**config.mk**
```make
export PLATFORM = sky130hd
export DESIGN_NAME = instr_decode
export DESIGN_NICKNAME = d
export VERILOG_FILES = /design/src/rtl/kgp_pkg.sv /design/src/rtl/reg_file.sv /design/src/rtl/instr_decode.sv
export SDC_FILE = /design/constraint.sdc
export NUM_CORES = 2
export LEC_CHECK = 0
export CORE_ASPECT_RATIO = 0.7
export CORE_UTILIZATION = 52
export DETAILED_ROUTE_END_ITERATION = 8
export GPL_TIMING_DRIVEN = 0
export HOLD_SLACK_MARGIN = 0.05
export PLACE_DENSITY_LB_ADDON = 0.2
export SLEW_MARGIN = 20
export SYNTH_ARGS = -nofsm -noshare
export SYNTH_HDL_FRONTEND = slang
export SYNTH_SLANG_ARGS = --single-unit
```
**constraint.sdc**
```tcl
create_clock -name clk_i -period 5.8 [get_ports clk_i]
set_clock_uncertainty 0.2 [all_clocks]
set_input_delay 1.16 -clock clk_i [delete_from_list [all_inputs] [get_ports clk_i]]
set_output_delay 1.16 -clock clk_i [all_outputs]
set_load 0.05 [all_outputs]
```
**src/rtl/kgp_pkg.sv**
```systemverilog
// Shared KGP_RISC decode definitions: opcodes, ALU function codes, instruction field positions
// and the decoded control bundle.
package kgp_pkg;

  localparam int unsigned INSTR_W = 32;
  localparam int unsigned REG_AW  = 5;

  localparam int unsigned OP_LSB   = 26;
  localparam int unsigned RS_LSB   = 21;
  localparam int unsigned RT_LSB   = 16;
  localparam int unsigned FUNC_LSB = 0;

  localparam logic [5:0] OP_ALU  = 6'h00;
  localparam logic [5:0] OP_ALUI = 6'h01;
  localparam logic [5:0] OP_LD   = 6'h02;
  localparam logic [5:0] OP_ST   = 6'h03;
  localparam logic [5:0] OP_BR   = 6'h04;
  localparam logic [5:0] OP_BZ   = 6'h05;

  localparam logic [5:0] FUNC_ADD = 6'h20;
  localparam logic [5:0] FUNC_SUB = 6'h22;
  localparam logic [5:0] FUNC_AND = 6'h24;
  localparam logic [5:0] FUNC_OR  = 6'h25;
  localparam logic [5:0] FUNC_XOR = 6'h26;
  localparam logic [5:0] FUNC_SLT = 6'h2A;

  typedef struct packed {
    logic [REG_AW-1:0] rd;
    logic [5:0]        alu_func;
    logic              use_imm;
    logic              mem_rd;
    logic              mem_wr;
    logic              branch;
    logic              branch_z;
    logic              illegal;
  } ctrl_t;

  function automatic ctrl_t decode_ctrl(input logic [INSTR_W-1:0] instr);
    ctrl_t c;
    c = '0;
    case (instr[OP_LSB +: 6])
      OP_ALU: begin
        c.rd       = instr[RT_LSB +: REG_AW];
        c.alu_func = instr[FUNC_LSB +: 6];
      end
      OP_ALUI: begin
        c.rd       = instr[RT_LSB +: REG_AW];
        c.use_imm  = 1'b1;
        c.alu_func = FUNC_ADD;
      end
      OP_LD: begin
        c.rd     = instr[RT_LSB +: REG_AW];
        c.mem_rd = 1'b1;
      end
      OP_ST:   c.mem_wr   = 1'b1;
      OP_BR:   c.branch   = 1'b1;
      OP_BZ:   c.branch_z = 1'b1;
      default: c.illegal  = 1'b1;
    endcase
    return c;
  endfunction

  // Only ALU and ST actually consume rt as a source operand.
  function automatic logic uses_rt(input logic [5:0] op);
    return (op == OP_ALU) || (op == OP_ST);
  endfunction

endpackage

```
**src/rtl/reg_file.sv**
```systemverilog
// Register file: REG_NUM x DATA_W, two combinational read ports, one write port, r0 reads 0.
// Define KGP_WB_BYPASS_EN to forward a same-cycle writeback onto the read ports.
module reg_file #(
  parameter int unsigned DATA_W  = 32,
  parameter int unsigned REG_NUM = 32,
  parameter int unsigned AW      = 5
) (
  input  logic              clk_i,
  input  logic              rst_ni,
  input  logic              we_i,
  input  logic [AW-1:0]     waddr_i,
  input  logic [DATA_W-1:0] wdata_i,
  input  logic [AW-1:0]     raddr_a_i,
  input  logic [AW-1:0]     raddr_b_i,
  output logic [DATA_W-1:0] rdata_a_o,
  output logic [DATA_W-1:0] rdata_b_o
);

  logic [DATA_W-1:0] regs_q [REG_NUM];

  always_ff @(posedge clk_i or negedge rst_ni) begin
    if (!rst_ni) begin
      for (int i = 0; i < REG_NUM; i++) regs_q[i] <= '0;
    end else if (we_i && (waddr_i != '0)) begin
      regs_q[waddr_i] <= wdata_i;
    end
  end

  always_comb begin
    rdata_a_o = (raddr_a_i == '0) ? '0 : regs_q[raddr_a_i];
    rdata_b_o = (raddr_b_i == '0) ? '0 : regs_q[raddr_b_i];
`ifdef KGP_WB_BYPASS_EN
    if (we_i && (waddr_i != '0) && (waddr_i == raddr_a_i)) rdata_a_o = wdata_i;
    if (we_i && (waddr_i != '0) && (waddr_i == raddr_b_i)) rdata_b_o = wdata_i;
`endif
  end

endmodule

```
**src/rtl/instr_decode.sv**
```systemverilog
// KGP_RISC decode stage: register read, immediate extension, control decode, load-use stall and
// the ID/EX pipeline register. KGP_WB_BYPASS_EN enables writeback-to-read bypass in reg_file.
module instr_decode
  import kgp_pkg::*;
#(
  parameter int unsigned DATA_W  = 32,
  parameter int unsigned ADDR_W  = 8,
  parameter int unsigned REG_NUM = 32
) (
  input  logic               clk_i,
  input  logic               rst_ni,
  input  logic               if_valid_i,
  input  logic [INSTR_W-1:0] if_instr_i,
  input  logic [ADDR_W-1:0]  if_npc_i,
  input  logic               ex_flush_i,
  input  logic               wb_we_i,
  input  logic [REG_AW-1:0]  wb_rd_i,
  input  logic [DATA_W-1:0]  wb_data_i,
  output logic               id_stall_o,
  output logic               ex_valid_o,
  output logic [ADDR_W-1:0]  ex_npc_o,
  output logic [DATA_W-1:0]  ex_rs_data_o,
  output logic [DATA_W-1:0]  ex_rt_data_o,
  output logic [DATA_W-1:0]  ex_imm_o,
  output logic [REG_AW-1:0]  ex_rd_o,
  output logic [5:0]         ex_alu_func_o,
  output logic               ex_use_imm_o,
  output logic               ex_mem_rd_o,
  output logic               ex_mem_wr_o,
  output logic               ex_branch_o,
  output logic               ex_branch_z_o,
  output logic [ADDR_W-1:0]  ex_br_target_o,
  output logic               ex_illegal_o
);

  typedef struct packed {
    logic              valid;
    logic [ADDR_W-1:0] npc;
    logic [DATA_W-1:0] rs_data;
    logic [DATA_W-1:0] rt_data;
    logic [DATA_W-1:0] imm;
    ctrl_t             ctrl;
    logic [ADDR_W-1:0] br_target;
  } idex_t;

  idex_t idex_d, idex_q;

  logic [5:0]        op;
  logic [REG_AW-1:0] rs, rt;
  logic [DATA_W-1:0] rs_data, rt_data;

  assign op = if_instr_i[OP_LSB +: 6];
  assign rs = if_instr_i[RS_LSB +: REG_AW];
  assign rt = if_instr_i[RT_LSB +: REG_AW];

  reg_file #(
    .DATA_W  (DATA_W),
    .REG_NUM (REG_NUM),
    .AW      (REG_AW)
  ) u_reg_file (
    .clk_i     (clk_i),
    .rst_ni    (rst_ni),
    .we_i      (wb_we_i),
    .waddr_i   (wb_rd_i),
    .wdata_i   (wb_data_i),
    .raddr_a_i (rs),
    .raddr_b_i (rt),
    .rdata_a_o (rs_data),
    .rdata_b_o (rt_data)
  );

  // Load in EX whose result a source of the ID instruction needs; flush overrides the stall.
  assign id_stall_o = if_valid_i & idex_q.valid & idex_q.ctrl.mem_rd &
                      (idex_q.ctrl.rd != '0) &
                      ((idex_q.ctrl.rd == rs) | (uses_rt(op) & (idex_q.ctrl.rd == rt))) &
                      ~ex_flush_i;

  always_comb begin
    idex_d = '0;
    if (if_valid_i && !ex_flush_i && !id_stall_o) begin
      idex_d.valid     = 1'b1;
      idex_d.npc       = if_npc_i;
      idex_d.rs_data   = rs_data;
      idex_d.rt_data   = rt_data;
      idex_d.imm       = {{(DATA_W-16){if_instr_i[15]}}, if_instr_i[15:0]};
      idex_d.ctrl      = decode_ctrl(if_instr_i);
      idex_d.br_target = if_instr_i[ADDR_W-1:0];
    end
  end

  always_ff @(posedge clk_i or negedge rst_ni) begin
    if (!rst_ni) idex_q <= '0;
    else         idex_q <= idex_d;
  end

  assign ex_valid_o     = idex_q.valid;
  assign ex_npc_o       = idex_q.npc;
  assign ex_rs_data_o   = idex_q.rs_data;
  assign ex_rt_data_o   = idex_q.rt_data;
  assign ex_imm_o       = idex_q.imm;
  assign ex_rd_o        = idex_q.ctrl.rd;
  assign ex_alu_func_o  = idex_q.ctrl.alu_func;
  assign ex_use_imm_o   = idex_q.ctrl.use_imm;
  assign ex_mem_rd_o    = idex_q.ctrl.mem_rd;
  assign ex_mem_wr_o    = idex_q.ctrl.mem_wr;
  assign ex_branch_o    = idex_q.ctrl.branch;
  assign ex_branch_z_o  = idex_q.ctrl.branch_z;
  assign ex_br_target_o = idex_q.br_target;
  assign ex_illegal_o   = idex_q.ctrl.illegal;

endmodule

```
[Yosys cells after proc, flatten, opt, wreduce, memory -nomap -nowiden]
Index checks and enable logic that the tools add are counted.
Word-level totals
  bits in registers: 1154
  input bits: 82
  output and inout port bits: 131
  word-level logic and storage cells: 102
Operators by class
  magnitude comparators: 4
  equal/unequal tests: 7
  mux-type cells: 20
  bitwise gates (word level): 11
  reduce and logical (&&, ||, !) cells: 14
Operators by type and width (number)
  $bwmux W1024: 1
  $bmux W32 S5: 2
  $mux W32: 7
  $demux W32 S5: 1
  $mux W130: 1
  $ge A6 B6 Y1 const B: 3
  $not A5 Y6: 3
  $eq A6 B2 Y1 const B: 2
  $eq A6 B3 Y1 const B: 2
  $pmux W6 S2: 1
  $eq A5 B5 Y1: 2
  $logic_not A5 Y1: 2
  $reduce_bool A5 Y1: 2
  $and A1 B1 Y1: 6
  $eq A6 B1 Y1 const B: 1
  $logic_not A6 Y1: 1
  $lt A6 B1 Y1 const B: 1
  $mux W1: 6
  $reduce_or A6 Y1: 1
  $mux W5: 1
  $logic_and A1 B1 Y1: 4
  $reduce_or A3 Y1: 1
  $logic_not A1 Y1: 2
  $logic_or A1 B1 Y1: 1
  2 further kinds: 2

[Depth between registers and ports, before layout]
  word-level depth: 9
  gate-level depth with buffers: 9
  mapped depth without buffers: 6

[Modules after synthesis]
From an unflattened synthesis, not the netlist that was laid out.
Second synthesis, totals
  cells, all modules: 3921
  area, all modules: 57988.1 µm²
Modules (own cells, without submodules)
  reg_file: instances 1, cells an instance 3539, area an instance 54046.8 µm², seq. area each 25624.6 µm²
  instr_decode: instances 1, cells an instance 382, area an instance 3941.3 µm², seq. area each 2652.5 µm²

[Least setup slack after synthesis]
Ideal clock, no wire load.
  kind: input-to-output
  start point: input port if_instr_i[17]
  end point: output port id_stall_o
  arrival: 2.725 ns
  slack: 1.715 ns
  stages: 5
  buffers on the path: 1
  cells stage by stage: buf_2 > xor2_1 > nor4_1 > nand4_1 > a2111oi_4
Between the ends
  longest elaborated chain between the ends: 5
Ends and longest elaborated chain
  from (decl): line instr_decode.sv:13  | input logic [INSTR_W-1:0] if_instr_i,
  $eq A5 B5 Y1: line instr_decode.sv:75  | ((idex_q.ctrl.rd == rs) | (uses_rt(op) & (idex_q.ctrl.rd == rt))) &
  $and A1 B1 Y1: line instr_decode.sv:75
  $or A1 B1 Y1: line instr_decode.sv:75
  $and A1 B1 Y1: line instr_decode.sv:74  | (idex_q.ctrl.rd != '0) &
  $and A1 B1 Y1: line instr_decode.sv:75
  to (decl): line instr_decode.sv:19  | output logic id_stall_o,
Every way passes these cells.

[Final worst setup path]
  start point: input port if_instr_i[23]
  end point: output port id_stall_o
Between the ends
  longest elaborated chain between the ends: 4
Ends and longest elaborated chain (line)
  $eq A5 B5 Y1: instr_decode.sv:75
  $or A1 B1 Y1: instr_decode.sv:75
  $and A1 B1 Y1: instr_decode.sv:74
  $and A1 B1 Y1: instr_decode.sv:75
Every way passes these cells.

==> impl_metrics.tcl <==
set metrics [dict create \
    wl_per_cell_um 34.21 \
    layout-drive-gt1-share 0.3506 \
    io_buffers 206 \
    endpoint_kind "primary output" \
    synth_edf_count 0 \
    yosysSeqAreaShare 0.4851 \
    grt_pass1_vias 42270 \
    grt_pass1_wl_um 303000 \
    drt_iter0_drc 5609 \
    final_common_cell "dfrtp_1" \
    yosys.area_share.xor_xnor 0.001502 \
    synth_area_um2 58290 \
    post-route-min-period_ns 5.515 \
    finalCritPeriodShare 0.9509 \
    vias 42640 \
    antenna_found_initial 13 \
    ys_warn_count 0 \
    synth_compound_area_frac 0.06928 \
    fin_total_pwr_mw 22.99 \
    switching_share 0.2865 \
    core_um2 110900 \
    cp_max_fo 8 \
    fin_util 0.6005 \
    hp-class "primary input to asynchronous set/reset pin" \
    switchingPower_mw 6.588 \
    clkTransAtPathRegs_ns 0.06 \
    syn_nets 4428 \
    dieWidth_um 402.2 \
    ys_ff_latch 1130 \
    worst_pin_slew_ns 1.397 \
    cts_resized 0 \
    finalWirelength_um 213100 \
    syn_avg_cell_area_um2 13.41 \
    p_int_mw 16.41 \
    rows 102 \
    synthCells 4346 \
    gp_congestion 1.014 \
    critPathLaunchType "primary input" \
    grt_setup_unrepaired "false" \
    async_flop_share 1.000 \
    area_growth_pct 14.25 \
    cellLeakagePower_nw 29.50 \
    power_density_nw_per_um2 345.3 \
    crit_type "primary input to primary output" \
    finalSetupTns_ns 0 \
    muxShareOfSynthArea 0.3798 \
    num-fill-cells 8730 \
    clock_sinks 1130 \
    die_h_um 282.1 \
    synthDistinctLibCells 36 \
    seqPwrFrac 0.448 \
    cts_root_buffer "clkbuf_16" \
    power_frac_clock 0.353 \
    irDropWorstVdd_mv 0.3279 \
    yosys.area_share.adder 0 \
    whs_ns 0.1473 \
    cts-hold-fix-buffers 0 \
    arrival_ns 4.16 \
    combPwrFrac 0.199 \
    pin_count 213 \
    dp_hpwl_um 151300 \
    crit_required_ns 4.44 \
    firstDrtPassIters 7 \
    final_hold_viol_count 0 \
    die_area_um2 113500 \
    synth-simple-area-share 0.02953 \
    drcViolationCount 0 \
    via_per_inst 6.843 \
    post_cts_buffers 0 \
    synthFlopType "dfrtp_1" \
    drv_slew 0 \
    initial_core_util 0.5256 \
    use_met2 0.5179 \
    synth_top_family_by_area "multiplexers" \
    busiest_layer "met2" \
    ant_nets 0 \
    fmax_mhz 181.3 \
    use_met1 0.5125 \
    clk_path_buf_depth 3 \
    grt_max_degree 140 \
    cap_violations 0 \
    nNetsFinal 4758 \
    grt_overflow 0 \
    cts_max_level 3 \
    track_usage 0.3756 \
    cts_buffers 112 \
    setup_viol 0 \
    clk_latency_ns 0.76 \
    dp_slack_ns 0.2187 \
    mostFrequentLayoutCells "1,130 x dfrtp_1, 1,056 x mux2_2, 448 x mux2i_1" \
    setup_ws_ns 0.2849 \
    met3_usage 0.1729 \
    relSlewSlack 0.06849 \
    cts_tree "yes" \
    outcome "finished, final reports clean" \
]
[routing by layer]
metal | vias to the layer above | part of all wire
met4 | 12 | 0.042
met2 | 2803 | 0.41
met3 | 534 | 0.14
li1 | 17130 | -
met5 | - | 0.0018
met1 | 22160 | 0.40
[per-stage QoR]
stage,cells,instance area (um2)
final,6230,66600
after detailed placement,6018,62490
after floorplan,4346,58290
after CTS,6225,66570
after global routing,6227,66590
after global placement,6008,62180
[power groups by stage]
stage	combinational [mW]	clock, mW	sequential (mW)
after floorplan	3.09	0	10.2
after global placement	4.32	0	10.4
after detailed placement	4.45	0	10.4
after CTS	4.47	8.14	10.2
after global routing	4.82	8.47	10.5
final	4.57	8.12	10.3
[synth_stat cells, types with 2 or more instances]
cell type,n,area [um2]
nand3b_1,4,30.03
nor4b_1,2,17.52
a22oi_1,128,960.9
nor2_1,24,90.09
xnor2_1,2,17.52
clkbuf_1,324,1216
a21oi_1,192,960.9
nand2_1,21,78.83
nand2b_1,4,25.02
nand3_1,67,335.3
nor3b_1,5,37.54
and3_1,75,469.2
buf_2,79,395.4
a221oi_1,128,1121
dfrtp_1,1130,28280
mux2i_1,448,4484
o21ai_0,192,960.9
and3b_1,3,26.28
nor2b_1,5,31.28
mux4_2,256,5766
buf_4,24,180.2
mux2_2,1056,11890
nor3_1,70,350.3
and2_1,26,162.7
buf_1,63,236.5
xor2_1,8,70.07
[path summary, 6_finish.rpt]
path / to / slack (ns) / start / cells after the start
max in group asynchronous: u_reg_file.regs_q[909]$_DFFE_PN0P_ / 2.24 / rst_ni / 6
min in group clk_i: u_reg_file.regs_q[1003]$_DFFE_PN0P_ / 0.28 / u_reg_file.regs_q[1003]$_DFFE_PN0P_ / 1
hold reg to reg: u_reg_file.regs_q[1003]$_DFFE_PN0P_ / 0.28 / u_reg_file.regs_q[1003]$_DFFE_PN0P_ / 1
setup reg to reg: ex_rs_data_o[16]$_DFF_PN0_ / 1.93 / ex_rd_o[1]$_DFF_PN0_ / 6
hold / removal: ex_imm_o[13]$_DFF_PN0_ / 0.15 / rst_ni / 1
setup / recovery: id_stall_o / 0.28 / if_instr_i[23] / 6
[state kept, by name (all words and copies together), names as in the netlist]
name / flops
ex_alu_func_o: 6
ex_br_target_o: 7
ex_branch_o: 1
ex_branch_z_o: 1
ex_illegal_o: 1
ex_imm_o: 9
ex_mem_rd_o: 1
ex_mem_wr_o: 1
ex_npc_o: 8
ex_rd_o: 5
ex_rs_data_o: 32
ex_rt_data_o: 32
ex_use_imm_o: 1
ex_valid_o: 1
u_reg_file.regs_q: 1024
[cell families after synthesis]
| kind of cell | after synthesis |
|---|---|
| flops | 1130 |
| mux | 1760 |
| compound gates | 642 |
| buf+inv | 490 |
| xor+xnor | 10 |
| simple gates | 314 |
[critical path, stage by stage]
cell	delay, ns
clkbuf_1	0.80
xor2_1	0.17
nor3_1	0.22
nand3_1	0.13
a2111oi_4	0.73
clkdlybuf4s50_1	0.93
[area by class of cell]
| cell class | instances | area [um2] | share of cell area |
|---|---|---|---|
| multi-input combinational | 2726 | 27990 | 0.4203 |
| clock buffer | 160 | 3406 | 0.05114 |
| timing repair buffer | 216 | 2338 | 0.03511 |
| sequential | 1130 | 28280 | 0.4246 |
| clock inverter | 47 | 671.9 | 0.01009 |
| buffer | 490 | 2082 | 0.03126 |
| tap | 1456 | 1822 | 0.02735 |
| antenna | 5 | 12.51 | 0.0001879 |
Note: power is estimated with default switching activity, not from simulation.
